<file path="src/rtl/song_frame_sequencer.sv">
// Steps through song ROM one frame at a time, fetching CHANNELS (freq, amp) word pairs per frame
// and presenting them atomically to the signal generators at a fixed frame rate.
module song_frame_sequencer #(
   parameter int CHANNELS    = 3,
   parameter int ADDR_W      = 16,
   parameter int FRAME_COUNT = 184,
   parameter int FRAME_MS    = 50,
   parameter int CLK_PER_MS  = 50000,
   parameter int ROM_LATENCY = 1
) (
   input  logic                     clock_50Mhz,
   input  logic                     reset_n,
   input  logic                     enable,
   output logic [ADDR_W-1:0]        romIndex,
   input  logic [15:0]              romDataInput,
   output logic [CHANNELS*14-1:0]   channelFrequency,
   output logic [CHANNELS*8-1:0]    channelAmplitude,
   output logic                     frameValid,
   output logic                     outputActive,
   output logic [ADDR_W-1:0]        currentFrame,
   output logic                     stateComplete
);
   localparam int WORDS = 2 * CHANNELS;
   localparam int CW    = $clog2(WORDS + ROM_LATENCY + 1);
   localparam int PW    = $clog2(CLK_PER_MS + 1);
   localparam int MW    = $clog2(FRAME_MS + 1);

   if (FRAME_COUNT * 2 * CHANNELS > 2 ** ADDR_W) begin : g_rom_range_check
      $error("song_frame_sequencer: song does not fit in ROM address space");
   end

   typedef enum logic [1:0] {IDLE, FETCH, WAIT, DONE} state_t;
   state_t state, state_nxt;

   logic [CW-1:0]              cnt;
   logic [CW-1:0]              widx;
   logic [PW-1:0]              pre;
   logic [MW-1:0]              ms;
   logic [CHANNELS*14-1:0]     shadow_freq, shadow_freq_nxt;
   logic [CHANNELS*8-1:0]      shadow_amp, shadow_amp_nxt;
   logic [ADDR_W-1:0]          frame_new, base_new;
   logic                       period_end, last_frame, fetch_last;
   logic                       start_fetch, enter_done;
   logic                       unused_bits;

   assign unused_bits  = &{1'b0, romDataInput[15:14]};
   assign period_end   = (pre == PW'(CLK_PER_MS - 1)) && (ms == MW'(FRAME_MS - 1));
   assign last_frame   = (currentFrame == ADDR_W'(FRAME_COUNT - 1));
   assign fetch_last   = (state == FETCH) && (cnt == CW'(WORDS + ROM_LATENCY - 1));
   assign frame_new    = (state == IDLE) ? '0 : currentFrame + 1'b1;
   assign base_new     = frame_new * ADDR_W'(WORDS);
   assign widx         = cnt - CW'(ROM_LATENCY);
   assign outputActive = (state == FETCH) || (state == WAIT);
   assign stateComplete = (state == DONE);

   always_ff @(posedge clock_50Mhz or negedge reset_n) begin
      if (!reset_n) state <= IDLE;
      else          state <= state_nxt;
   end

   always_comb begin
      state_nxt   = state;
      start_fetch = 1'b0;
      enter_done  = 1'b0;
      if (!enable) begin
         state_nxt = IDLE;
      end else begin
         case (state)
            IDLE: begin
               state_nxt   = FETCH;
               start_fetch = 1'b1;
            end
            FETCH: if (fetch_last) state_nxt = WAIT;
            WAIT: begin
               if (period_end) begin
                  if (last_frame) begin
                     state_nxt  = DONE;
                     enter_done = 1'b1;
                  end else begin
                     state_nxt   = FETCH;
                     start_fetch = 1'b1;
                  end
               end
            end
            default: state_nxt = state;
         endcase
      end
   end

   // Word k of the frame arrives ROM_LATENCY cycles after its address was presented.
   always_comb begin
      shadow_freq_nxt = shadow_freq;
      shadow_amp_nxt  = shadow_amp;
      if (state == FETCH && cnt >= CW'(ROM_LATENCY)) begin
         for (int k = 0; k < CHANNELS; k++) begin
            if (widx == CW'(2 * k))     shadow_freq_nxt[14*k +: 14] = romDataInput[13:0];
            if (widx == CW'(2 * k + 1)) shadow_amp_nxt[8*k +: 8]    = romDataInput[7:0];
         end
      end
   end

   always_ff @(posedge clock_50Mhz or negedge reset_n) begin
      if (!reset_n) begin
         cnt <= '0; pre <= '0; ms <= '0;
         romIndex <= '0; currentFrame <= '0;
         shadow_freq <= '0; shadow_amp <= '0;
         channelFrequency <= '0; channelAmplitude <= '0; frameValid <= 1'b0;
      end else if (!enable) begin
         cnt <= '0; pre <= '0; ms <= '0;
         romIndex <= '0; currentFrame <= '0;
         shadow_freq <= '0; shadow_amp <= '0;
         channelFrequency <= '0; channelAmplitude <= '0; frameValid <= 1'b0;
      end else begin
         frameValid  <= 1'b0;
         shadow_freq <= shadow_freq_nxt;
         shadow_amp  <= shadow_amp_nxt;
         if (start_fetch) begin
            cnt <= '0; pre <= '0; ms <= '0;
            currentFrame <= frame_new;
            romIndex     <= base_new;
         end else begin
            if (state == FETCH || state == WAIT) begin
               if (pre == PW'(CLK_PER_MS - 1)) begin
                  pre <= '0;
                  ms  <= (ms == MW'(FRAME_MS - 1)) ? '0 : ms + 1'b1;
               end else begin
                  pre <= pre + 1'b1;
               end
            end
            if (state == FETCH) begin
               cnt <= cnt + 1'b1;
               if (cnt < CW'(WORDS - 1)) romIndex <= romIndex + 1'b1;
               // Last word bypasses the shadow so the whole frame lands in one edge.
               if (fetch_last) begin
                  channelFrequency <= shadow_freq_nxt;
                  channelAmplitude <= shadow_amp_nxt;
                  frameValid       <= 1'b1;
               end
            end
            if (enter_done) channelAmplitude <= '0;
         end
      end
   end
endmodule

</file>
<file path="config.mk">
export PLATFORM = sky130hd
export DESIGN_NAME = song_frame_sequencer
export DESIGN_NICKNAME = d
export VERILOG_FILES = /design/src/rtl/song_frame_sequencer.sv
export SDC_FILE = /design/constraint.sdc
export NUM_CORES = 1
export LEC_CHECK = 0
export BUFFER_PORTS_ARGS = -buffer_cell sky130_fd_sc_hd__buf_4
export CAP_MARGIN = 20
export CELL_PAD_IN_SITES_DETAIL_PLACEMENT = 1
export CELL_PAD_IN_SITES_GLOBAL_PLACEMENT = 2
export CORE_MARGIN = 2
export CORE_UTILIZATION = 34
export DETAILED_ROUTE_END_ITERATION = 16
export GPL_TIMING_DRIVEN = 0
export PLACE_DENSITY = 0.83
export REMOVE_ABC_BUFFERS = 1
export SLEW_MARGIN = 20
export SYNTH_ARGS = -nofsm -noshare
export SYNTH_HDL_FRONTEND = slang
export SYNTH_SLANG_ARGS = --single-unit
</file>
<file path="constraint.sdc">
create_clock -name clock_50Mhz -period 3.41 [get_ports clock_50Mhz]
set_input_delay 0.682 -clock clock_50Mhz [delete_from_list [all_inputs] [get_ports clock_50Mhz]]
set_output_delay 0.682 -clock clock_50Mhz [all_outputs]
set_load 0.005 [all_outputs]
</file>
==> Yosys cells after proc, flatten, opt, wreduce, memory -nomap -nowiden <==
Cells that the tools add are included.
W data, S select, Z words.
{ "op_classes": {"n_addsub": 6, "mux": 55, "n_eq_ne": 25, "reduce_logical": 11, "n_lt_le_gt_ge": 2, "mul": 1} }
{ "ops": {"columns": ["operator", "count"], "rows": [
  ["$mux W42", 6],
  ["$mux W16", 11],
  ["$mux W24", 7],
  ["$add A16 B1 Y16 const B", 3],
  ["$mux W14", 3],
  ["$mux W6", 5],
  ["$mux W8", 3],
  ["$ne A3 B1 Y1 const B", 6],
  ["$eq A16 B16 Y1 const B", 1],
  ["$eq A16 B8 Y1 const B", 1],
  ["$mul A16 B2 Y15 const B", 1],
  ["$mux W1", 11],
  ["$eq A3 B3 Y1 const B", 3],
  ["$mux W3", 3],
  ["$reduce_and A3 Y1", 3],
  ["$mux W2", 4],
  ["$add A6 B1 Y6 const B", 1],
  ["$eq A3 B2 Y1 const B", 2],
  ["$eq A6 B6 Y1 const B", 1],
  ["$ne A2 B1 Y1 const B", 3],
  ["$ne A3 B3 Y1 const B", 2],
  ["$pmux W2 S3", 1],
  ["$eq A2 B2 Y1 const B", 2],
  ["$ne A4 B1 Y1 const B", 1],
  ["other kinds (13)", 16]
]} }
{ "word_totals": {"output_inout_bits": 101, "register_bits": 192, "word_cells": 111} }

==> Depth between registers and ports, before layout <==
Gate-level depths: netlist (run 1).
{ "logic_depth": {"ltp_word": 9, "depth_mapped": 15, "ltp_nobuf": 14} }

==> Least setup slack after synthesis (run 1) <==
No wires, ideal clock.
{ "synth_path": {"path_type": "register -> register", "startpoint": "register state[0]", "endpoint": "register romIndex[10]", "stages_incl_launch_ff": 16, "setup_slack_ns": -0.289, "path_buffers": 2, "setup_ns": 0.065, "t_arrival_ns": 3.635, "required_time_ns": 3.345, "path_cell_list": "dfrtp_1 -> inv_1 -> ha_1 -> clkbuf_1 -> buf_1 -> nor2_1 -> ha_1 -> fa_1 -> a21o_1 -> a21o_1 -> a2111oi_0 -> nor4_1 -> o31ai_1 -> a21boi_0 -> o32ai_1 -> o21a_1"} }
{ "synth_via": {"elab_chain_cells": 5, "word_cells_on_any_way": 12} }
{ "synth_lines": {"columns": ["item", "line_no", "rtl"], "rows": [
  ["start, declared", "33", "state_t state, state_nxt;"],
  ["start signal, assigned", "58", "else state <= state_nxt;"],
  ["$logic_not A2 Y1 or $eq A2 B2 Y1 (tied branches)", "50, 68", null],
  ["$mux W16 or $pmux W1 S2 (tied branches)", "50, 68", null],
  ["$mul A16 B2 Y15 or $mux W1 (tied branches)", "51, 65", null],
  ["$mux W16 or $ne A3 B1 Y1 (tied branches)", null, null],
  ["$mux W16 or $reduce_and A2 Y1 (tied branches)", null, null],
  ["end signal, assigned", "120", "romIndex <= base_new;"],
  ["end signal, assigned", "132", "if (cnt < CW'(WORDS - 1)) romIndex <= romIndex + 1'b1;"],
  ["end, declared", "14", "output logic [ADDR_W-1:0] romIndex,"]
]} }
Several ways; a longest one is shown, not always the timed one.
A chain may end at the register's enable or synchronous reset.

==> Worst setup path after layout (run 1) <==
{ "layout_path": {"startpoint": "register currentFrame[0]", "endpoint": "register romIndex[10]"} }
{ "layout_via": {"elab_chain_cells": 7, "word_cells_on_any_way": 13} }
{ "layout_lines": {"columns": ["item", "line_no", "rtl"], "rows": [
  ["start, declared", "20", "output logic [ADDR_W-1:0] currentFrame,"],
  ["start signal, assigned", "119", "currentFrame <= frame_new;"],
  ["branches (longest 7 deep; another with $add A16 B1 Y16)", null, null]
]} }
Parallel ways; which one is timed is not known.

==> results of run 1 <==
==> sequential cells by signal, indices dropped and copies added (netlist names) <==
name and cells:
pre 16, cnt 3, channelAmplitude 24, shadow_freq 42, state 2, shadow_amp 24
frameValid 1, channelFrequency 42, romIndex 16, ms 6, currentFrame 16
==> cell usage after synthesis, types with 20 or more instances <==
cell type | count | area, um2
sky130_fd_sc_hd__ha_1 | 27 | 338
sky130_fd_sc_hd__nand2_1 | 161 | 604
sky130_fd_sc_hd__mux2_2 | 44 | 495
sky130_fd_sc_hd__mux2i_1 | 20 | 200
sky130_fd_sc_hd__a21oi_1 | 36 | 180
sky130_fd_sc_hd__xor2_1 | 21 | 184
sky130_fd_sc_hd__nor2b_1 | 21 | 131
sky130_fd_sc_hd__dfrtp_1 | 192 | 4800
sky130_fd_sc_hd__a21boi_0 | 54 | 405
sky130_fd_sc_hd__o21ai_0 | 39 | 195
sky130_fd_sc_hd__nor2_1 | 56 | 210
sky130_fd_sc_hd__clkbuf_1 | 28 | 105
sky130_fd_sc_hd__a22o_1 | 32 | 280
==> final timing paths <==
kind | cells past startpoint | slack, ns | to | startpoint
max reg2reg | 13 | 0.10 | romIndex[10]$_DFFE_PN0P_ | currentFrame[0]$_DFFE_PN0P_
min in group clock_50Mhz | 1 | 0.51 | channelAmplitude[21]$_DFFE_PN0P_ | channelAmplitude[21]$_DFFE_PN0P_
max | 13 | 0.10 | romIndex[10]$_DFFE_PN0P_ | currentFrame[0]$_DFFE_PN0P_
max in group asynchronous | 3 | 2.23 | channelFrequency[38]$_DFFE_PN0P_ | reset_n
min | 1 | 0.04 | channelAmplitude[18]$_DFFE_PN0P_ | reset_n
min reg2reg | 1 | 0.51 | channelAmplitude[21]$_DFFE_PN0P_ | channelAmplitude[21]$_DFFE_PN0P_
==> per-layer routing <==
| metal | GRT usage [%] | wire length, um |
|---|---|---|
| met3 | 2.52 | 914 |
| met5 | 0 | 0 |
| met1 | 24.4 | 12600 |
| met4 | 4.35 | 199 |
| met2 | 32.5 | 13400 |
==> stage by stage <==
| stage | cell area, um2 | hold slack, ns | setup slack (ns) |
|---|---|---|---|
| after CTS | 11600 | 0.0421 | -0.158 |
| after floorplan | 9370 | 0.386 | -0.368 |
| after global routing | 11800 | 0.0392 | -0.0929 |
| after global placement | 10700 | 0.492 | -1.87 |
| after detailed placement | 10900 | 0.496 | -1.13 |
| final | 11800 | 0.0412 | 0.103 |
==> where the power goes <==
group | total [mW] | internal, mW | switching [mW]
Sequential | 2.35 | 2.31 | 0.0424
Combinational | 1.06 | 0.366 | 0.694
Clock | 2.04 | 0.998 | 1.04
Total | 5.45 | 3.67 | 1.78
==> layout make-up <==
type                       instances  area (um2)  share of cell area, %
clock buffer                      17         425                   3.60
multi-input combinational        677        4740                   40.1
clock inverter                    15         183                   1.54
tap                              378         473                   4.00
sequential                       192        4810                   40.7
timing repair buffer             137        1130                   9.53
inverter                          18        67.6                  0.571
==> layout by cell type, fill, tap and decap left out, drive strengths merged, types with 20 or more instances in the layout <==
cell	netlist	routed
a22o	32	32
nand2	161	161
a21boi	55	56
o21ai	39	39
nor2	56	56
mux2	45	45
dfrtp	192	192
inv	18	25
a21oi	38	39
mux2i	20	20
buf	21	136
ha	27	27
nor2b	21	21
xor2	21	21
==> cell families after synthesis <==
kind of cell | after synthesis
AOI/OAI and AO/OA | 214
xor gates and xnor gates | 35
adders and majority gates | 28
buffers and inverters | 67
DFF | 192
muxes | 65
and+or+nand+nor | 333
==> repair_timing <==
item	in CTS	in global routing
endpoints found under the setup margin	52	65
gates resized for setup	18	35
gates cloned	2	0
endpoints found under the hold margin	0	0
pin swaps	1	10
setup buffers	3	11
==> results.md, run 1 <==
Routing:
- The routed layout has 7478 vias.
- The number of DRC markers after the initial detailed-route iteration is 424.
- The average wire per cell in the routed design is 18.9 um.
- The DRC violations left is 0.
- The post-route antenna net violation count is 0.
- The wire length after detailed routing is 27200 um.
- The first detailed-routing pass ran for 5 iterations.
- The number of vias per cell after detailed routing is 5.21.

Placed design:
- In this run the tool buffered the top-level ports with 117 buffer cells.
- The global placer's final weighted congestion is 0.771.
- Detailed placement ended at an HPWL of 17900 um.
- After detailed placement, the design holds a cell count of 1386.

CTS:
- The clock transition time at the flip-flop clock pins of the worst setup and hold paths is 0.09 ns.
- The CTS buffer count is 17.
- TritonCTS built the clock tree.
- The cts-stage hold buffer count is 0.
- The later-pin clock latency in the skew report is 0.45 ns.
- The library cell used as clock root buffer is sky130_fd_sc_hd__clkbuf_16.
- The H-tree was split into 4 levels.
- The maximum buffer depth of the clock tree is 2.
- The clock drives 192 sinks.

Logic synthesis:
- The count of flip-flops with a built-in enable after synthesis is 0.
- Measured against the total synthesized area, the mux share comes to 7.40%.
- The cell count after synthesis is 934.
- The count of distinct cell types in the synthesized netlist is 68.
- After synthesis the netlist holds a flip-flop and latch count of 192.
- The synthesized netlist devotes 3.73% of its cell area to adder and majority cells.
- The total number of yosys warnings is 0.
- For this run, asynchronously set or reset flops after synthesis account for 100%.
- The total standard cell area after synthesis is 0.00960 mm2.
- The top flip-flop cell by instance count after synthesis is sky130_fd_sc_hd__dfrtp_1.
- The area share of and/or/nand/nor cells after synthesis is 16.6%.
- The compound-cell area share of the yosys netlist is 15.7%.
- The combinational family with the most area after synthesis is simple AND/OR/NAND/NOR gates.
- The share of synthesized area occupied by flip-flops and latches is 50.0%.
- The synthesized-area fraction occupied by xor and xnor cells is 3.34%.
- The per-instance average area after synthesis is 10.3 um2.

Finish:
- The number of inserted diodes is 0.
- The number of nets in the layout is 1090.
- Cells fill 42.6% of the core in the end.
- Cells with a size suffix above 1 make up 25.2% of the layout.
- The finished layout holds 1434 standard cells, fillers aside.
- The filler cell count in the final layout is 3097.
- The layout overhead on the synthesized area is 23.2%.

Setup path:
- For this design, the slowest cell found on the critical path is sky130_fd_sc_hd__dfrtp_2.
- The signal on the critical path passes through ha_4 > nor2b_2 > ha_2 > fa_2 > a21o_1 > a21o_4 > a2111oi_4 > nor4_1 > o31ai_1 > buf_4 > a21boi_0 > o32ai_1 > o21a_1.
- At the worst endpoint, the arrival time is 3.69 ns.
- Along the worst path, the maximum fanout reaches 6.
- Together, buffers and inverters on the worst path number 1.
- The largest incremental delay on the critical path is 0.48 ns.
- STA classifies the critical path startpoint as a flop.
- The data required time at the worst endpoint is 3.79 ns.
- The kind of cell with the highest combined delay along the critical path is compound AO/OA/AOI/OAI gates.
- STA classifies the critical path endpoint as a flop.
- The critical setup path kind is reg -> reg.

Global routing:
- The largest net degree at the start of global routing is 92.
- For this run, the total global-route usage over all layers was measured as 18.6%.
- The number of global-route vias before repair is 7850.
- The first global-routing pass estimated 42900 um of wire.
- The number of antenna violations at the first check in global routing came to 0.
- Summed over all layers, the global routing overflow is 0.

Power and ir drop:
- The largest voltage drop on the vdd net is 0.000278 V.
- The power per unit of standard cell area is 461 mW/mm2.
- After layout, the design draws a total of 5.45 mW.
- The leakage component of the power is 5.32 nW.

Floorplan:
- The die extent in x is 172 um.
- The initial cell density of the core is 34.6%.
- The number of top-level pins is 120.
- The area enclosed by the die boundary is 0.0296 mm2.
- The core area is 0.0278 mm2.
- The vertical die dimension is 172 um.
- The number of placement rows is 61.

STA:
- Measured against its own limit, the worst slew margin works out to 46.3%.
- The final hold violation count is 0.
- Timing would allow up to 0.302 GHz.
- At the pin with the least slew margin, the transition time is 0.800 ns.
- The number of slew-limit violations in the final report is 0.
- Setup violations remaining at the end of the flow were counted as 0.
- Dividing the final minimum period by the clock period gives 97.0%.
- The post-route minimum period is 3.31 ns.
- Setup repair after global routing could not meet its margin everywhere.
- Setup total negative slack on the finished layout was measured at 0 ns.
- The worst clock skew is 0.0347 ns.

Outcome:
- The flow ran to the end, and the final reports show no timing, DRC or antenna violations.

Hold path:
- The worst hold path belongs to the class in -> async.

Job:
- The number of violations of the max-capacitance limit is 0.
Note: power is estimated with default switching activity, not from simulation.
==> run 2: changes to the inputs <==
--- a/config.mk
+++ b/config.mk
@@ -5,9 +5,10 @@
 export SDC_FILE = /design/constraint.sdc
 export NUM_CORES = 1
 export LEC_CHECK = 0
+export ABC_AREA = 0
 export BUFFER_PORTS_ARGS = -buffer_cell sky130_fd_sc_hd__buf_4
 export CAP_MARGIN = 20
-export CELL_PAD_IN_SITES_DETAIL_PLACEMENT = 1
+export CELL_PAD_IN_SITES_DETAIL_PLACEMENT = 0
 export CELL_PAD_IN_SITES_GLOBAL_PLACEMENT = 2
 export CORE_MARGIN = 2
 export CORE_UTILIZATION = 34
==> run 2 against run 1 <==
Net effect: power fell by 0.49%; worst setup slack got worse by 0.046 ns; core utilization barely moved; largest cell class unchanged.
==> results.md, run 2 (synthesis gave the netlist of run 1 again) <==
Setup path:
- The launching point of the worst reg2reg path is currentFrame[0]$_DFFE_PN0P_.
- The most critical setup path has its startpoint at currentFrame[0]$_DFFE_PN0P_.
- The worst setup path is captured at a flop.
- The signal on the critical path passes through ha_2 > nor2b_2 > ha_2 > fa_2 > a21o_1 > a21o_4 > a2111oi_4 > nor4_1 > o31ai_1 > a21boi_1 > o32ai_1 > o21a_1.
- Counting both buffers and inverters, the worst setup path holds a total of 0.
- The critical setup path kind is reg -> reg.
- The data required time at the worst endpoint is 3.79 ns.
- In this design, the critical path's most frequently occurring cell is sky130_fd_sc_hd__ha_2.
- Data on the critical path arrives at its endpoint at 3.73 ns.
- The maximum fanout along the worst path is 5.
- Among all stages on the critical path, the largest delay is contributed by sky130_fd_sc_hd__dfrtp_2.
- Broken down by cell family, the worst path's largest delay share belongs to compound AO/OA/AOI/OAI gates.
- The largest incremental delay on the critical path is 0.45 ns.
- The type of element launching the critical path is a flop.

Global routing:
- The global-route wire length before repair is 40000 um.
- For this run the aggregate overflow at the end of global routing stands at 0.
- The number of global-route vias before repair is 7232.
- The total routing resource utilization after global routing is 17.3%.
- Entering global routing, the biggest net connects 92 pins.
- The number of antenna violations at the first check in global routing was 0.

CTS:
- The maximum buffer depth of the clock tree is 2.
- The CTS buffer count is 17.
- TritonCTS built the clock tree.
- The number of levels in the clock H-tree is 4.
- The library cell used as clock root buffer is sky130_fd_sc_hd__clkbuf_16.
- The number of sinks driven by the clock tree is 192.
- Clock-pin slew was measured on the worst setup and hold paths at 0.09 ns.
- For the worst-skew pair, the clock arrives at the later sink with an insertion delay of 0.44 ns.

Floorplan:
- The number of placement rows is 61.
- The total area inside the core boundary comes to 0.0278 mm2.
- The area enclosed by the die boundary is 0.0296 mm2.
- The initial cell density of the core is 34.6%.
- The vertical die dimension is 172 um.
- The floorplan step set the die width to 172 um.
- During I/O placement, the number of pins put on the boundary was 120.

Power and ir drop:
- The leakage component of the power is 5.29 nW.
- The overall power of the completed layout is 5.43 mW.
- Across the VDD grid, the largest voltage drop is 0.000321 V.
- The power per unit of standard cell area is 459 mW/mm2.

Finish:
- After filler insertion, the fill cell instance count of the layout stands at 2752.
- In the final layout, the registers with the most flip-flops are channelFrequency: 42 flops, shadow_freq: 42 flops.
- The fraction of final layout cells sized beyond drive strength 1 is 24.9%.
- The sequential cells in the finished layout cover a total of 0.00481 mm2.
- The library cells used most frequently in the layout, excluding fill and tap cells, are 188 x sky130_fd_sc_hd__dfrtp_1, 160 x sky130_fd_sc_hd__nand2_1, 122 x sky130_fd_sc_hd__buf_4.
- Summing all multi-input logic gate instances after layout gives 0.00477 mm2.
- The number of nets in the layout is 1083.
- The number of inserted diodes is 0.
- For this run, the share of the core covered by cells in the final layout is 42.5%.
- Leaving out fill and tap cells, the most frequent cell in the layout is sky130_fd_sc_hd__dfrtp_1.
- The layout overhead on the synthesized area is 23.1%.
- The final cell count without fillers is 1427.

Routing:
- The routed layout has 7272 vias.
- The detailed router finished its first iteration with 495 violations.
- In the final routed layout, each cell accounts on average for 17.5 um.
- The DRC violations left is 0.
- Once detail routing completed, the nets flagged for antenna violations numbered 0.
- The wire length after detailed routing is 25000 um.
- For this run, the detailed router's first-pass iteration total came to 5.
- The number of vias per cell after detailed routing is 5.10.

Placed design:
- Detailed placement ended at an HPWL of 16300 um.
- The worst-case setup slack after placement is -1.08 ns.
- The global placer's final weighted congestion is 0.771.
- The count of port buffers added during placement is 117.
- The number of placed instances, taps included, is 1386.

STA:
- Setup repair after global routing could not meet its margin everywhere.
- The clock arrives with 0.0219 ns of skew.
- The final hold violation count came to 0.
- Counting I/O delays and the setup requirement, the final critical path takes 3.35 ns.
- The worst-case headroom to the max-slew limit is 45.9%.
- The fmax is 0.298 GHz.
- The worst hold slack is 0.0519 ns.
- For the pin with the worst max-slew slack, the measured transition is 0.807 ns.
- The final worst setup slack is 0.0571 ns.
- Setup violations remaining at the end of the flow were counted as 0.
- In the finished design, the share of the clock period the worst path needs comes to 98.3%.
- The number of slew-limit violations in the final report is 0.

Outcome:
- The run finished with clean final reports.

Hold path:
- In this run the worst hold path is classified as in -> async.

Job:
- The tool flagged a number of max-cap violations equal to 0.
[run 2: final cells by class]
cell class	instances	share of cell area, %
Clock buffer	18	3.72
Clock inverter	14	1.55
Inverter	18	0.572
Multi-Input combinational cell	677	40.4
Sequential cell	192	40.7
Tap cell	378	4.00
Timing Repair Buffer	130	9.10
[run 2: what timing repair did]
item | 4_1_cts | 5_1_grt
buffers inserted | 5 | 2
hold buffers | 0 | 0
endpoints found under the setup margin | 51 | 31
gates resized for setup | 31 | 25
cloned | 2 | 0
pin swaps | 6 | 9
[run 2: layer usage]
| metal | vias up | wire [um] | part of all wire [%] | track usage, % |
|---|---|---|---|---|
| li1 | 3494 | - | - | - |
| met1 | 3632 | 12200 | 49 | 24.4 |
| met2 | 132 | 11600 | 47 | 28.2 |
| met3 | 14 | 903 | 3.6 | 2.56 |
| met4 | 0 | 221 | 0.89 | 4.02 |
| met5 | - | 0 | 0 | 0 |
[run 2: where the power goes]
group / switching (mW) / total [mW] / internal [mW]
combinational: 0.673 / 1.02 / 0.347
clock: 1.03 / 2.06 / 1.02
sequential: 0.0422 / 2.35 / 2.31
total: 1.75 / 5.43 / 3.68
[run 2: through the flow]
step                      setup TNS [ns]  area, um2
final                                  0      11800
after global routing              -0.242      11800
after CTS                              0      11700
after detailed placement          -13.53      10900
after global placement            -93.66      10700
after floorplan                    -9.12       9370
[run 2: path summary, 6_finish.rpt]
kind / end / slack [ns] / cells after the start
max: romIndex[10]$_DFFE_PN0P_ / 0.06 / 12
min in group clock_50Mhz: channelAmplitude[22]$_DFFE_PN0P_ / 0.51 / 1
max in group asynchronous: romIndex[15]$_DFFE_PN0P_ / 2.22 / 3
min: channelAmplitude[18]$_DFFE_PN0P_ / 0.05 / 1
max reg2reg: romIndex[10]$_DFFE_PN0P_ / 0.06 / 12
min reg2reg: channelAmplitude[22]$_DFFE_PN0P_ / 0.51 / 1
==> run 3: changes to the inputs <==
--- a/config.mk
+++ b/config.mk
@@ -10,7 +10,6 @@
 export CAP_MARGIN = 20
 export CELL_PAD_IN_SITES_DETAIL_PLACEMENT = 0
 export CELL_PAD_IN_SITES_GLOBAL_PLACEMENT = 2
-export CORE_MARGIN = 2
 export CORE_UTILIZATION = 34
 export DETAILED_ROUTE_END_ITERATION = 16
 export GPL_TIMING_DRIVEN = 0
==> run 3 against run 2 <==
Net effect: register-to-register slack gained 0.13 ns; first-iteration DRC count rose by 4.2%; worst setup slack gained 0.13 ns; clock power about the same; flip-flop and latch count unchanged; highest routed layer unchanged; design area rose by 0.25%; hold slack gained 0.048 ns; sequential power barely moved.
==> results.md, run 3 (synthesis gave the netlist of run 1 again) <==
Global routing:
- The number of antenna violations at the first check in global routing is 0.
- Entering global routing, the biggest net connects 97 pins.
- Global routing finished with a remaining overflow of 0.
- The number of global-route vias before repair was 7058.
- The first global-routing pass estimated 39300 um of wire.
- The total routing resource utilization after global routing is 17.5%.

Floorplan:
- The floorplan has 61 rows.
- The initial cell density of the core is 34.6%.
- The total area inside the core boundary comes to 0.0278 mm2.
- Measured along the x axis, the die boundary spans 170 um.
- The area enclosed by the die boundary is 0.0289 mm2.
- The vertical die dimension is 170 um.
- For this design the top-level I/O count stands at 120.

Power and ir drop:
- For this design the static power due to leakage is 5.31 nW.
- Summing internal, switching and leakage power gives 5.45 mW.
- The largest voltage drop on the vdd net is 0.000324 V.
- For this design the ratio of total power to cell area is 460 mW/mm2.

STA:
- The worst-case headroom to the max-slew limit is 35.7%.
- Setup repair after global routing could not meet its margin everywhere.
- After routing, the total negative slack on setup checks comes to 0 ns.
- The fmax is 0.310 GHz.
- The worst hold slack is 0.100 ns.
- The final number of setup-violating endpoints is 0.
- The final hold violation count is 0.
- On the final layout, the worst clock skew is 0.0137 ns.
- The number of slew-limit violations in the final report is 0.
- The final worst setup slack is 0.185 ns.
- The final critical path takes up 94.6% of the cycle.
- The post-route minimum period is 3.22 ns.
- The slew at the pin with the worst max-slew slack is 0.964 ns.

Routing:
- The first TritonRoute pass finished after 6 iterations.
- The post-route antenna net violation count is 0.
- For this run, design rule violations remaining after detail routing come to 0.
- The number of DRC markers after the initial detailed-route iteration is 516.
- Detailed routing inserted a total of 7253 vias.
- The routed design has 24800 um of wire.
- The number of vias per cell after detailed routing is 5.06.
- In the final routed layout, each cell accounts on average for 17.3 um.

Finish:
- After filler insertion, the fill cell instance count of the layout stands at 2730.
- In the final design database the tool counted 1091 nets.
- For this run, the number of standard cells in the final layout without fillers is 1434.
- Relative to the synthesized area, the layout overhead comes to 23.4%.
- The largest registers in the layout are channelFrequency: 42 flops, shadow_freq: 42 flops.
- Leaving out fill and tap cells, the most frequent cells in the layout are 188 x sky130_fd_sc_hd__dfrtp_1, 159 x sky130_fd_sc_hd__nand2_1, 129 x sky130_fd_sc_hd__buf_4.
- With fillers left out, the area of the finished cells amounts to 0.0118 mm2.
- The utilization after layout is 42.6%.
- The number of inserted diodes is 0.
- The most common library cell in the layout ignoring fill and taps is sky130_fd_sc_hd__dfrtp_1.
- The fraction of final layout cells sized beyond drive strength 1 is 25.5%.

Placed design:
- The placed standard-cell area is 0.0109 mm2.
- The worst-case setup slack after placement is -1.10 ns.
- The congestion estimate from routability-driven global placement came to 0.775.
- After legalization and detailed placement, the total HPWL measured 15900 um.
- The placed cell count is 1386.
- Buffers placed on the I/O ports in this run total 117.

CTS:
- TritonCTS built the clock tree.
- The clock transition time at the flip-flop clock pins of the worst setup and hold paths is 0.08 ns.
- In this run the clock root is driven by a sky130_fd_sc_hd__clkbuf_16.
- The H-tree generated during clock tree synthesis spans 4 levels.
- The tree built by TritonCTS fans out to 192 sinks.
- For the worst-skew pair, the clock arrives at the later sink with an insertion delay of 0.44 ns.
- The maximum buffer depth of the clock tree is 2.
- The number of clock buffers added by TritonCTS is 17.

Setup path:
- Setup slack on the worst reg-to-reg path comes out at 0.19 ns.
- The worst reg-to-reg path cell count is 8.
- The maximum fanout along the worst path is 22.
- The type of element launching the critical path is a flop.
- The critical path is of the reg -> reg type.
- The worst setup path is captured at a flop.
- The endpoint identified for the worst register-to-register timing path is pre[9]$_DFFE_PN0P_.
- Data arrives at the worst endpoint at 3.54 ns.
- Data on the critical path is required at its endpoint by 3.73 ns.
- The launching point of the worst reg2reg path is currentFrame[10]$_DFFE_PN0P_.

Outcome:
- The flow ran to the end, and the final reports show no timing, DRC or antenna violations.

Hold path:
- The tightest min-delay check is of the in -> async type.

Job:
- The number of violations of the max-capacitance limit is 0.
run 3: changes by cell type in the layout (fill, tap and decap cells not counted), sizes merged:
cell / change
buf: +8
clkinv: -3
clkinvlp: +2
bufinv: +1
inv: -1
run 3: worst max-delay path, stage by stage, from the launching register on:
cell,delay [ns]
sky130_fd_sc_hd__dfrtp_1,0.55
sky130_fd_sc_hd__or4_1,0.54
sky130_fd_sc_hd__nor4_2,0.53
sky130_fd_sc_hd__or4b_4,0.30
sky130_fd_sc_hd__nand2_2,0.35
sky130_fd_sc_hd__o2111a_1,0.45
sky130_fd_sc_hd__nand4_1,0.13
sky130_fd_sc_hd__xor2_1,0.19
sky130_fd_sc_hd__nor2_1,0.05
run 3: final cells by class:
cell class | count | area (um2) | share of cell area (%)
clock buffers | 18 | 439 | 3.71
clock inverters | 13 | 151 | 1.28
multi-input cells | 677 | 4760 | 40.2
repair buffers | 138 | 1150 | 9.70
inverters | 18 | 67.6 | 0.570
well taps | 378 | 473 | 3.99
flip-flops and latches | 192 | 4810 | 40.6
run 3: how the worst max path moves through the flow:
stage	depth (start not counted)	from	to
3_5_place_dp	13	state[0]$_DFFE_PN0P_	romIndex[10]$_DFFE_PN0P_
6_report	8	currentFrame[10]$_DFFE_PN0P_	pre[9]$_DFFE_PN0P_
3_3_place_gp	8	currentFrame[0]$_DFFE_PN0P_	channelAmplitude[7]$_DFFE_PN0P_
5_1_grt	8	currentFrame[10]$_DFFE_PN0P_	pre[9]$_DFFE_PN0P_
4_1_cts	12	currentFrame[0]$_DFFE_PN0P_	romIndex[10]$_DFFE_PN0P_
2_1_floorplan	8	currentFrame[0]$_DFFE_PN0P_	channelAmplitude[0]$_DFFE_PN0P_
run 3: timing repair:
item,4_1_cts,5_1_grt
hold buffers,0,0
gates resized for setup,25,28
pin swaps,1,11
buffers inserted,5,10
endpoints found under the setup margin,81,39
cloned,1,1
run 3: routing by layer:
metal	up-vias	track usage, %	routed length [um]
met4	0	4.58	240
met3	15	2.47	857
met1	3589	24.3	12000
met2	138	28.5	11700
li1	3511	-	-
met5	-	0	0
run 3: power by group:
group          total [mW]  switching (mW)  internal, mW
sequential           2.35          0.0404          2.31
combinational        1.08           0.690         0.385
clock                2.03           0.969          1.06
total                5.45            1.70          3.75
